[config.mk]
export PLATFORM = sky130hd
export DESIGN_NAME = tty_write_arbiter
export DESIGN_NICKNAME = d
export VERILOG_FILES = /design/src/rtl/tty_write_arbiter.sv
export SDC_FILE = /design/constraint.sdc
export NUM_CORES = 1
export LEC_CHECK = 0
export ABC_AREA = 1
export BUFFER_PORTS_ARGS = -buffer_cell sky130_fd_sc_hd__buf_2
export CORE_ASPECT_RATIO = 0.75
export CORE_MARGIN = 2
export CORE_UTILIZATION = 41
export CTS_BUF_LIST = sky130_fd_sc_hd__clkbuf_8
export CTS_CLUSTER_DIAMETER = 80
export DETAILED_ROUTE_END_ITERATION = 16
export PLACE_DENSITY = 0.77
export SETUP_SLACK_MARGIN = 0.05
export SYNTH_ARGS = -nofsm -noshare
export SYNTH_HDL_FRONTEND = slang
export SYNTH_SLANG_ARGS = --single-unit
[constraint.sdc]
create_clock -name clock -period 1.7 [get_ports clock]
set_clock_uncertainty 0.15 [all_clocks]
set_input_delay 0.34 -clock clock [delete_from_list [all_inputs] [get_ports clock]]
set_output_delay 0.34 -clock clock [all_outputs]
set_load 0.02 [all_outputs]
[src/rtl/tty_write_arbiter.sv]
// -----------------------------------------------------------------------------
// tty_write_arbiter
//
// Purpose:
//   Lets two requesters share the single write port of the tty buffer.
//   A is the CPU bus bridge and B is the debug/status writer. The two are
//   served round-robin over a req/ack handshake, and all outputs are
//   registered. The block recognises the end-of-test write
//   (DONE_ADDR / DONE_DATA) and then raises a sticky done flag, after which
//   no further writes are issued. It also keeps a saturating count of
//   issued writes.
//
// Ports:
//   clock            system clock, all logic on posedge
//   reset            synchronous, active-high reset
//   a_req/a_addr/a_data   requester A write; held stable until a_ack
//   a_ack            one-cycle pulse: A's write issued this cycle
//   b_req/b_addr/b_data   requester B write; held stable until b_ack
//   b_ack            one-cycle pulse: B's write issued this cycle
//   tty_we           tty buffer write enable (WE)
//   tty_addr         tty buffer write address (WRITE_ADDR)
//   tty_data         tty buffer write data (DATA_IN)
//   done             sticky end-of-test flag, cleared only by reset
//   wr_count         writes issued since reset, saturating at all-ones
// -----------------------------------------------------------------------------
module tty_write_arbiter #(
    parameter int                 ADDR_W    = 10,
    parameter int                 DATA_W    = 32,
    parameter logic [ADDR_W-1:0]  DONE_ADDR = 10'h000,
    parameter logic [DATA_W-1:0]  DONE_DATA = 32'h0000_00FF,
    parameter int                 CNT_W     = 16
) (
    input  logic              clock,
    input  logic              reset,
    input  logic              a_req,
    input  logic [ADDR_W-1:0] a_addr,
    input  logic [DATA_W-1:0] a_data,
    output logic              a_ack,
    input  logic              b_req,
    input  logic [ADDR_W-1:0] b_addr,
    input  logic [DATA_W-1:0] b_data,
    output logic              b_ack,
    output logic              tty_we,
    output logic [ADDR_W-1:0] tty_addr,
    output logic [DATA_W-1:0] tty_data,
    output logic              done,
    output logic [CNT_W-1:0]  wr_count
);

    typedef enum logic {
        GRANT_A = 1'b0,
        GRANT_B = 1'b1
    } grant_e;

    logic              tty_we_q,   tty_we_d;
    logic [ADDR_W-1:0] tty_addr_q, tty_addr_d;
    logic [DATA_W-1:0] tty_data_q, tty_data_d;
    logic              a_ack_q,    a_ack_d;
    logic              b_ack_q,    b_ack_d;
    logic              done_q,     done_d;
    logic [CNT_W-1:0]  wr_count_q, wr_count_d;
    grant_e            last_grant_q, last_grant_d;

    logic              a_elig;
    logic              b_elig;
    logic              grant_a;
    logic              grant_b;
    logic [ADDR_W-1:0] sel_addr;
    logic [DATA_W-1:0] sel_data;

    always_comb begin
        // NOTE: every signal gets a default before any branch so no path
        // leaves it unassigned; otherwise synthesis infers a latch.
        tty_we_d     = 1'b0;
        a_ack_d      = 1'b0;
        b_ack_d      = 1'b0;
        tty_addr_d   = tty_addr_q;
        tty_data_d   = tty_data_q;
        done_d       = done_q;
        wr_count_d   = wr_count_q;
        last_grant_d = last_grant_q;

        // A request whose ack is still high has already been issued and
        // not yet retired by its owner; serving it again would duplicate it.
        a_elig = a_req && !a_ack_q && !done_q;
        b_elig = b_req && !b_ack_q && !done_q;

        // On a tie, the requester that was not served last wins.
        grant_a = a_elig && (!b_elig || (last_grant_q == GRANT_B));
        grant_b = b_elig && (!a_elig || (last_grant_q == GRANT_A));

        sel_addr = grant_a ? a_addr : b_addr;
        sel_data = grant_a ? a_data : b_data;

        if (grant_a || grant_b) begin
            tty_we_d     = 1'b1;
            tty_addr_d   = sel_addr;
            tty_data_d   = sel_data;
            a_ack_d      = grant_a;
            b_ack_d      = grant_b;
            last_grant_d = grant_a ? GRANT_A : GRANT_B;

            if (wr_count_q != {CNT_W{1'b1}}) begin
                wr_count_d = wr_count_q + CNT_W'(1);
            end

            // The done write itself still goes out; done rises with it.
            if ((sel_addr == DONE_ADDR) && (sel_data == DONE_DATA)) begin
                done_d = 1'b1;
            end
        end
    end

    always_ff @(posedge clock) begin
        if (reset) begin
            tty_we_q     <= 1'b0;
            tty_addr_q   <= '0;
            tty_data_q   <= '0;
            a_ack_q      <= 1'b0;
            b_ack_q      <= 1'b0;
            done_q       <= 1'b0;
            wr_count_q   <= '0;
            last_grant_q <= GRANT_B;
        end else begin
            // NOTE: non-blocking assignments make every flop sample the
            // pre-edge values, so ordering inside this block does not matter.
            tty_we_q     <= tty_we_d;
            tty_addr_q   <= tty_addr_d;
            tty_data_q   <= tty_data_d;
            a_ack_q      <= a_ack_d;
            b_ack_q      <= b_ack_d;
            done_q       <= done_d;
            wr_count_q   <= wr_count_d;
            last_grant_q <= last_grant_d;
        end
    end

    assign tty_we   = tty_we_q;
    assign tty_addr = tty_addr_q;
    assign tty_data = tty_data_q;
    assign a_ack    = a_ack_q;
    assign b_ack    = b_ack_q;
    assign done     = done_q;
    assign wr_count = wr_count_q;

endmodule

==> reports/results.tsv <==
metric	value	unit
outcome	finished with violations	
violated checks	negative setup slack	
Netlist Area Pre-Place	3230	µm²
GRT met2 Usage	42.8	%
largest net degree at the start of global routing	39	
die height	80.8	µm
Worst Hold Launch	b_data[13]	
max-slew violations	0	
async set-reset flop share out of synthesis	0	%
Setup crit start	a_ack$_SDFF_PP0_	
CTS clk-pin slew, worst paths	0.07	ns
final antenna diode count	0	
full die area	8610	µm²
Cell Rows	27	
CP Cell Sequence	inv_2, nand2_2, nor2_4, nand2_4, nand2_4, nand2_8, nor2_4, nand2_4, o21ai_2, nand2_1, nor2_1	
CTS Buf Count	9	
setup ws final	-0.158	ns
Worst IR Drop VDD	0.000415	V
global-route wire length before repair	16900	µm
Arr. time, crit path	1.98	ns
remaining global-route overflow	0	
share of the yosys chip area belonging to registers	39.1	%
Total GRT Usage	24.5	%
Synth Flop Type	dfxtp_1	
WL per Instance	13.8	µm
Yosys reg bits	63	
slowest stage delay, CP	0.34	ns
met3 usage	5.22	%
Syn. warnings	0	
period utilization	109	%
setup violators final	35	
share of the synthesized area in the top cell type	39.1	%
final hold violations	0	
Worst Tran Pin Value	0.300	ns
Fill cells	656	
GR Util met1	30.2	%
Final #Nets	785	
RSZ-0062 raised after global routing	yes	
initial antenna violation count	0	
Mapped Nets	571	
Top Usage Layer GRT	met2	
P per Cell Area	850	nW/µm²
DRC Markers	0	
Vias	4001	
Detailed Route Iter0 Violations	197	
most numerous cell in the Yosys netlist	nand2_1	
CP top delay family	simple AND/OR/NAND/NOR gates	
Finished Core Util	68.3	%
Synth cell types	27	
crit path time final	1.86	ns
Setup CP Type	reg2reg	
IO Pins	150	
DP HPWL	7710	µm
Total Wirelength	11000	µm
MaxCap Viol Count	0	
share of cells above drive strength 1	42.8	%
Clock Latency Late Sink	0.33	ns
FF/Latch Area	1270	µm²
worst endpoint required time	1.83	ns
Tightest Hold Check Type	in2reg	
cell mode on critical path	nand2_4	
Avg Inst Size Synth	6.70	µm²
Core Area	7500	µm²
H-tree Lvls	3	
Setup crit end kind	register	
vias per cell	4.99	
cell count after synthesis	482	
Post-synth EDFFs	0	
Die X	106	µm
CP max stage cell	dfxtp_4	
Buf/Inv on CP	1	
worst reg2reg path startpoint	a_ack$_SDFF_PP0_	
CTS tree	built	
Fmax achieved	0.538	GHz
top cells by area, synth	dfxtp_1, nand2_1, o21ai_0, inv_1, a21oi_1	
CTS Sinks	63	
crit path launch type	register	
CTS max path bufs	2	
Final GP Congestion	0.885	
First-pass DRT Iterations	5	
initial core utilization	43.0	%
Slew Limit Headroom	79.8	%
IO Port Bufs	149	
ANT nets after route	0	
placed standard-cell area	4570	µm²
synth-to-layout area growth	58.6	%
multi-input logic area	1830	µm²
clk root buf	clkbuf_8	
top cells by count, synth	nand2_1, dfxtp_1, inv_1, o21ai_0, a21oi_1	
Leakage Power	2.62	nW
post-route cell area	5120	µm²
CP Max Fanout	6	
area leader, netlist	dfxtp_1	
number of global-route vias before repair	3661	
-- flip-flops by register name (all words and copies together), names as in the netlist --
name,cells
tty_data,32
wr_count,16
tty_addr,10
a_ack,1
b_ack,1
done,1
last_grant_q,1
tty_we,1
-- power by group --
group          internal [mW]  total [mW]  switching (mW)
logic                  0.550        1.27           0.717
registers               1.62        1.69          0.0695
clock network          0.797        1.40           0.598
-- worst paths after layout --
| check | to | slack (ns) | cells past startpoint |
|---|---|---|---|
| setup / recovery | wr_count[13]$_SDFFE_PP0P_ | -0.16 | 11 |
| hold / removal | tty_data[13]$_SDFFE_PP0P_ | 0.14 | 3 |
| setup reg to reg | wr_count[13]$_SDFFE_PP0P_ | -0.16 | 11 |
| hold reg to reg | tty_data[6]$_SDFFE_PP0P_ | 0.35 | 2 |
-- tightest hold or removal path, stage by stage --
cell and delay [ns]:
buf_2 0.10, nand2_1 0.07, a31oi_1 0.08
-- cell usage in the layout (no fill, tap or decap), types with 2 or more instances in the layout --
cell type and count:
nand2_4 4, nand3_1 21, o21ai_0 42, inv_1 49
o21ai_1 2, dfxtp_2 2, buf_4 68, nor3_1 6
nor3_2 4, o21ai_2 11, nor2_2 2, a21oi_1 37
buf_2 149, a31oi_1 17, clkbuf_8 12, nor2_1 20
inv_2 4, nor2_4 5, dfxtp_1 58, nand2_1 120
buf_12 5, nand2_2 6, dfxtp_4 3, nand3b_1 23
buf_6 8, nand3_2 4, clkinvlp_4 3
-- final cells by class --
cell class	count	share of cell area [%]
clock inverters	4	1.03
clock buffers	12	3.23
well taps	101	2.47
multi-input cells	337	35.8
flip-flops and latches	63	24.9
repair buffers	231	28.5
inverters	54	4.06
-- what timing repair did --
item / in CTS / in global routing
setup buffers: 7 / 3
hold buffers: 0 / 0
endpoints found under the hold margin: 0 / 0
pin swaps: 14 / 13
endpoints found under the setup margin: 26 / 49
gates resized for setup: 40 / 33
-- cell families after synthesis --
group                    after synthesis  synth area share (%)
flip-flops                            63                  39.1
XOR/XNOR                               1                 0.271
AO/OA/AOI/OAI                        114                  18.9
AND/OR/NAND/NOR                      221                  30.4
adder cells (fa/ha/maj)                1                 0.388
buffers and inverters                 82                  10.9
-- stage by stage --
step	setup WS, ns	instances	power (mW)	hold WS, ns	TNS, ns
3_3_place_gp	-0.219	776	2.84	0.328	-0.575
4_1_cts	-0.0870	799	4.33	0.120	-0.345
3_5_place_dp	-0.236	776	2.87	0.340	-1.41
6_report	-0.158	802	4.35	0.139	-1.56
2_1_floorplan	0.0334	482	2.35	0.329	0
5_1_grt	-0.268	802	4.58	0.139	-6.02
-- routing by layer --
layer	vias to the layer above	share of wire, %
met5	-	0
met4	0	3.0
met3	30	6.3
met2	155	48
met1	1791	43
li1	2025	-
Power figures use the tool's default switching activity.
